**src/rtl/writeback_stage.sv**
```systemverilog
// Writeback stage: registers MEM results, extracts load data and drives the register-file write port / decode forward path.
// Latency: one cycle; every output is a flop, there is no input-to-output combinational path.
// Backpressure: i_stall holds the slot (its write stays asserted), and i_flush overrides it by loading a bubble.
// Optional: define WB_RETIRE_CNT_EN to build the retire counter; otherwise o_retired_cnt is tied to 0.
module writeback_stage #(
    parameter int         CNT_W    = 32,
    parameter logic [4:0] ZERO_REG = 5'd0
) (
    input  logic             i_clk,
    input  logic             i_rst_n,
    input  logic             i_stall,
    input  logic             i_flush,
    input  logic             i_valid,
    input  logic             i_c_regWrite,
    input  logic             i_c_memToReg,
    input  logic             i_c_link,
    input  logic [4:0]       i_wrAddr,
    input  logic [31:0]      i_ALUres,
    input  logic [31:0]      i_mem,
    input  logic [31:0]      i_link_pc,
    input  logic [1:0]       i_ld_size,
    input  logic             i_ld_unsigned,
    input  logic             i_exception,
    output logic             o_c_regWrite,
    output logic [4:0]       o_wrAddr,
    output logic [31:0]      o_wrDataToReg,
    output logic             o_wb_valid,
    output logic             o_misaligned,
    output logic [CNT_W-1:0] o_retired_cnt
);

    localparam logic [1:0] SZ_BYTE = 2'd0;
    localparam logic [1:0] SZ_HALF = 2'd1;

    logic [1:0]  ld_off;
    logic [7:0]  ld_byte;
    logic [15:0] ld_half;
    logic [31:0] ld_data;
    logic        mis_raw;
    logic        mis_nxt;
    logic        valid_nxt;
    logic        we_nxt;
    logic [31:0] wr_data_nxt;
    logic        capture;

    assign ld_off  = i_ALUres[1:0];
    // A flush always wins over a stall; only a plain cycle takes new MEM state.
    assign capture = !i_flush && !i_stall;

    // Little-endian load lane extraction with sign/zero extension, plus alignment check.
    always_comb begin
        ld_byte = 8'h00;
        case (ld_off)
            2'd0:    ld_byte = i_mem[7:0];
            2'd1:    ld_byte = i_mem[15:8];
            2'd2:    ld_byte = i_mem[23:16];
            default: ld_byte = i_mem[31:24];
        endcase

        // Odd half offsets are misaligned, so only bit 1 chooses the lane.
        ld_half = ld_off[1] ? i_mem[31:16] : i_mem[15:0];

        ld_data = i_mem;
        case (i_ld_size)
            SZ_BYTE: ld_data = i_ld_unsigned ? {24'h000000, ld_byte}
                                             : {{24{ld_byte[7]}}, ld_byte};
            SZ_HALF: ld_data = i_ld_unsigned ? {16'h0000, ld_half}
                                             : {{16{ld_half[15]}}, ld_half};
            default: ld_data = i_mem;   // word, and reserved size 3 behaves as word
        endcase

        mis_raw = 1'b0;
        if (i_c_memToReg) begin
            if (i_ld_size == SZ_HALF)
                mis_raw = ld_off[0];
            else if (i_ld_size[1])
                mis_raw = (ld_off != 2'd0);
        end
    end

    // Next-state slot control: what a capture would load into the WB registers.
    always_comb begin
        mis_nxt   = i_valid && mis_raw;
        valid_nxt = i_valid && !i_exception && !mis_raw;
        we_nxt    = valid_nxt && i_c_regWrite && (i_wrAddr != ZERO_REG);
        if (i_c_link)
            wr_data_nxt = i_link_pc;
        else if (i_c_memToReg)
            wr_data_nxt = ld_data;
        else
            wr_data_nxt = i_ALUres;
    end

    // WB slot registers: flush empties the slot, stall holds it, otherwise capture.
    always_ff @(posedge i_clk or negedge i_rst_n) begin
        if (!i_rst_n) begin
            o_c_regWrite  <= 1'b0;
            o_wrAddr      <= 5'd0;
            o_wrDataToReg <= 32'd0;
            o_wb_valid    <= 1'b0;
            o_misaligned  <= 1'b0;
        end else if (i_flush) begin
            // Address/data are don't-care in a bubble; holding them saves toggles.
            o_c_regWrite <= 1'b0;
            o_wb_valid   <= 1'b0;
            o_misaligned <= 1'b0;
        end else if (i_stall) begin
            // The held write is re-applied every cycle, which is harmless; the
            // misalignment event must not repeat, so it drops after one cycle.
            o_misaligned <= 1'b0;
        end else begin
            o_c_regWrite  <= we_nxt;
            o_wrAddr      <= i_wrAddr;
            o_wrDataToReg <= wr_data_nxt;
            o_wb_valid    <= valid_nxt;
            o_misaligned  <= mis_nxt;
        end
    end

`ifdef WB_RETIRE_CNT_EN
    logic [CNT_W-1:0] retired_q;

    // Count each instruction once, at the edge that brings it into the slot.
    always_ff @(posedge i_clk or negedge i_rst_n) begin
        if (!i_rst_n)
            retired_q <= '0;
        else if (capture && valid_nxt)
            retired_q <= retired_q + CNT_W'(1);
    end

    assign o_retired_cnt = retired_q;
`else
    assign o_retired_cnt = '0;
`endif

endmodule

```
**config.mk**
```make
export PLATFORM = sky130hd
export DESIGN_NAME = writeback_stage
export DESIGN_NICKNAME = d
export VERILOG_FILES = /design/src/rtl/writeback_stage.sv
export SDC_FILE = /design/constraint.sdc
export NUM_CORES = 1
export LEC_CHECK = 0
export ABC_CLOCK_PERIOD_IN_PS = 800
export CORE_ASPECT_RATIO = 2
export CORE_MARGIN = 2
export CORE_UTILIZATION = 33
export CTS_CLUSTER_DIAMETER = 150
export CTS_CLUSTER_SIZE = 24
export DETAILED_ROUTE_END_ITERATION = 8
export PLACE_DENSITY = 0.77
export SETUP_SLACK_MARGIN = 0.1
export SLEW_MARGIN = 10
export SYNTH_ARGS = -nofsm -noshare
export SYNTH_HDL_FRONTEND = slang
export SYNTH_SLANG_ARGS = --single-unit
```
**constraint.sdc**
```tcl
create_clock -name i_clk -period 0.8 [get_ports i_clk]
set_clock_uncertainty 0.1 [all_clocks]
set_input_delay 0.16 -clock i_clk [delete_from_list [all_inputs] [get_ports i_clk]]
set_output_delay 0.16 -clock i_clk [all_outputs]
set_load 0.005 [all_outputs]
```
==> reports/metrics.csv <==
metric,value,unit
drtAntennaViolNets,0,
power_density,1330,mW/mm^2
grt-ovfl-total,0,
grt_pass1_vias,3737,
synth_cells,344,
synth_edf_count,0,
period_share,177,%
end_kind,register,
yosysWarningCount,0,
synth.distinct_cells,44,
seqPwrFrac,33.3,%
drive_gt1_share,39.7,%
area.growth.synth_to_final,93.6,%
tritoncts,yes,
swShare,30.0,%
drv_slew,0,
grt_use_total,26.3,%
clkSinkCount,40,
irDropWorstVdd,0.000819,V
ios,185,
grt_max_degree,41,
place.gp.congestion,0.903,
cts_root_buf,clkbuf_16,
synth_top_cell_area_share,34.9,%
initialDrtViolationCount,212,
power_frac_comb,39.0,%
leakage,2.49,nW
max-clock-path-buffers,2,
row_count,48,
synthFlopType,dfrtp_1,
drt-total-wl,13.1,mm
yosysSeqAreaShare,34.9,%
synth_top_cell_by_area,dfrtp_1,
violations,"hold timing, setup timing",
worst_slack,-0.615,ns
r2r_slack,-0.28,ns
port_buffers,152,
dp_hpwl,9.51,mm
core-area,0.00853,sq mm
fp.dieH,136,um
die_w,69.9,um
hold_viol_final,42,
fmax,0.707,GHz
cp.required,0.86,ns
final-setup-viol-count,80,
clkPwrFrac,27.7,%
vias_per_cell,5.45,
clk_latency,0.28,ns
remaining_drc_errors,0,
cts_buffers,5,
status,"complete, but fails checks",
cp-start-kind,input port,
async_flop_share,100,%
drv_cap,0,
clkTransAtPathRegs,0.06,ns
hold_path_class,input port to asynchronous set/reset pin,
p_int,5.16,mW
power,7.37,mW
synth_seq_cells,40,
crit_path_max_fanout,8,
finalCoreUtilization,65.0,%
critPathKind,input port to register,
pre_cts_ws,-1.67,ns
firstDrtPassIters,4,
vias,3641,
fin_nets,679,
nFillCells,698,
period_minus_slack,1.41,ns
fp.dieArea,0.00949,sq mm
grt_pass1_wl,19.3,mm
p_sw,2.21,mW
cp.arrival,1.48,ns
ys_top_cells_by_area,"dfrtp_1 (35%), nand2_1 (9.7%), buf_4 (8.4%)",
start_util,33.6,%
whs,-0.271,ns
wl_per_cell,19.6,um
htreeDepth,2,
syn_area_per_cell,8.33,sq um
rsz0062_at_grt,true,
antenna_found_initial,0,
netlist_area,0.00286,sq mm
==> layout by cell type (no fill, tap or decap), types with 3 or more instances in the layout <==
master / n
mux2i_2: 3
nor2b_1: 7
o221ai_2: 4
o221ai_1: 15
or3_1: 5
nand2_2: 5
dfrtp_1: 40
mux2i_1: 5
inv_1: 9
nor2_1: 5
a221oi_2: 8
o21ai_0: 20
dlygate4sd2_1: 20
a22oi_2: 15
buf_8: 6
buf_12: 10
conb_1: 32
buf_4: 54
a31oi_1: 6
nand2_1: 68
clkdlybuf4s50_1: 75
o21ai_1: 11
buf_2: 44
clkbuf_16: 6
o2bb2ai_1: 7
buf_6: 26
==> cell usage after synthesis (all sizes together), types with 2 or more instances <==
cell type / instances
nand2: 74
dfrtp: 40
buf: 35
o21ai: 35
clkbuf: 23
o221ai: 19
a22oi: 15
inv: 13
a221oi: 9
mux2i: 9
nor2b: 9
nor2: 8
a31oi: 7
o2bb2ai: 7
a21oi: 6
or3: 6
nor3: 3
a22o: 2
and3: 2
mux2: 2
nand2b: 2
o211ai: 2
==> power groups by stage <==
stage               combinational [mW]  clock [mW]  sequential (mW)
floorplan                        0.983           0             2.50
global placement                  2.47           0             2.49
detailed placement                2.52           0             2.50
CTS                               2.68        2.07             2.46
global route                      3.07        2.14             2.49
finish                            2.88        2.04             2.46
==> metal layers <==
metal / GRT usage (%) / routed length (um) / share of wire [%]
met1: 25.1 / 4120 / 31
met2: 51.7 / 7500 / 57
met3: 3.42 / 660 / 5.0
met4: 15.7 / 826 / 6.3
met5: 0 / 0 / 0
==> layout make-up <==
class	count	area, sq um	area share, %
diodes	1	2.50	0.0451
inverters	13	55.1	0.993
well taps	100	125	2.26
flip-flops and latches	40	1000	18.1
multi-input cells	265	1940	35.1
repair buffers	241	2270	40.9
clock buffers	7	143	2.57
clock inverters	1	7.51	0.135
==> state kept, by name (all words and copies together) (netlist names) <==
| register | cells |
|---|---|
| o_misaligned | 1 |
| o_wrAddr | 5 |
| o_wrDataToReg | 32 |
| o_wb_valid | 1 |
| o_c_regWrite | 1 |
==> metrics by stage <==
step | TNS (ns) | cell area (sq um) | std cells
after detailed placement | -67.24 | 4750 | 618
after global placement | -66.21 | 4750 | 618
after global routing | -32.11 | 5540 | 667
after floorplan | -23.69 | 3130 | 375
final | -30.03 | 5550 | 668
after CTS | -29.41 | 5300 | 653
==> worst max-delay path: stages <==
cell and delay [ns]:
buf_8 0.07, mux4_2 0.51, buf_4 0.16, a31o_4 0.27, a221oi_2 0.21, o21ai_1 0.09
==> path summary, 6_finish.rpt <==
| kind | startpoint | end | cells past startpoint |
|---|---|---|---|
| worst max-delay path | i_ALUres[1] | o_wrDataToReg[14] | 6 |
| worst min register to register | o_wrAddr[3] | o_wrAddr[3] | 2 |
| max in group asynchronous | i_rst_n | o_wrDataToReg[18] | 2 |
| worst min-delay path | i_rst_n | o_wrAddr[3] | 2 |
| min in group i_clk | i_wrAddr[0] | o_wrAddr[0] | 3 |
| worst max register to register | o_wrDataToReg[1] | o_wrDataToReg[1] | 3 |
==> cell families after synthesis <==
group                  Yosys count  synth area share, %
other                            1                0.131
AO/OA/AOI/OAI                  112                 29.7
multiplexers                    12                 4.72
flip-flops                      40                 34.9
buffers and inverters           71                 14.0
AND/OR/NAND/NOR                108                 16.5
==> what timing repair did <==
action,in CTS,in global routing
cloned,5,1
gates resized for setup,332,26
pin swaps,33,22
buffers inserted,23,14
hold endpoints to repair,43,42
setup endpoints to repair,80,80
Note: power is estimated with default switching activity, not from simulation.
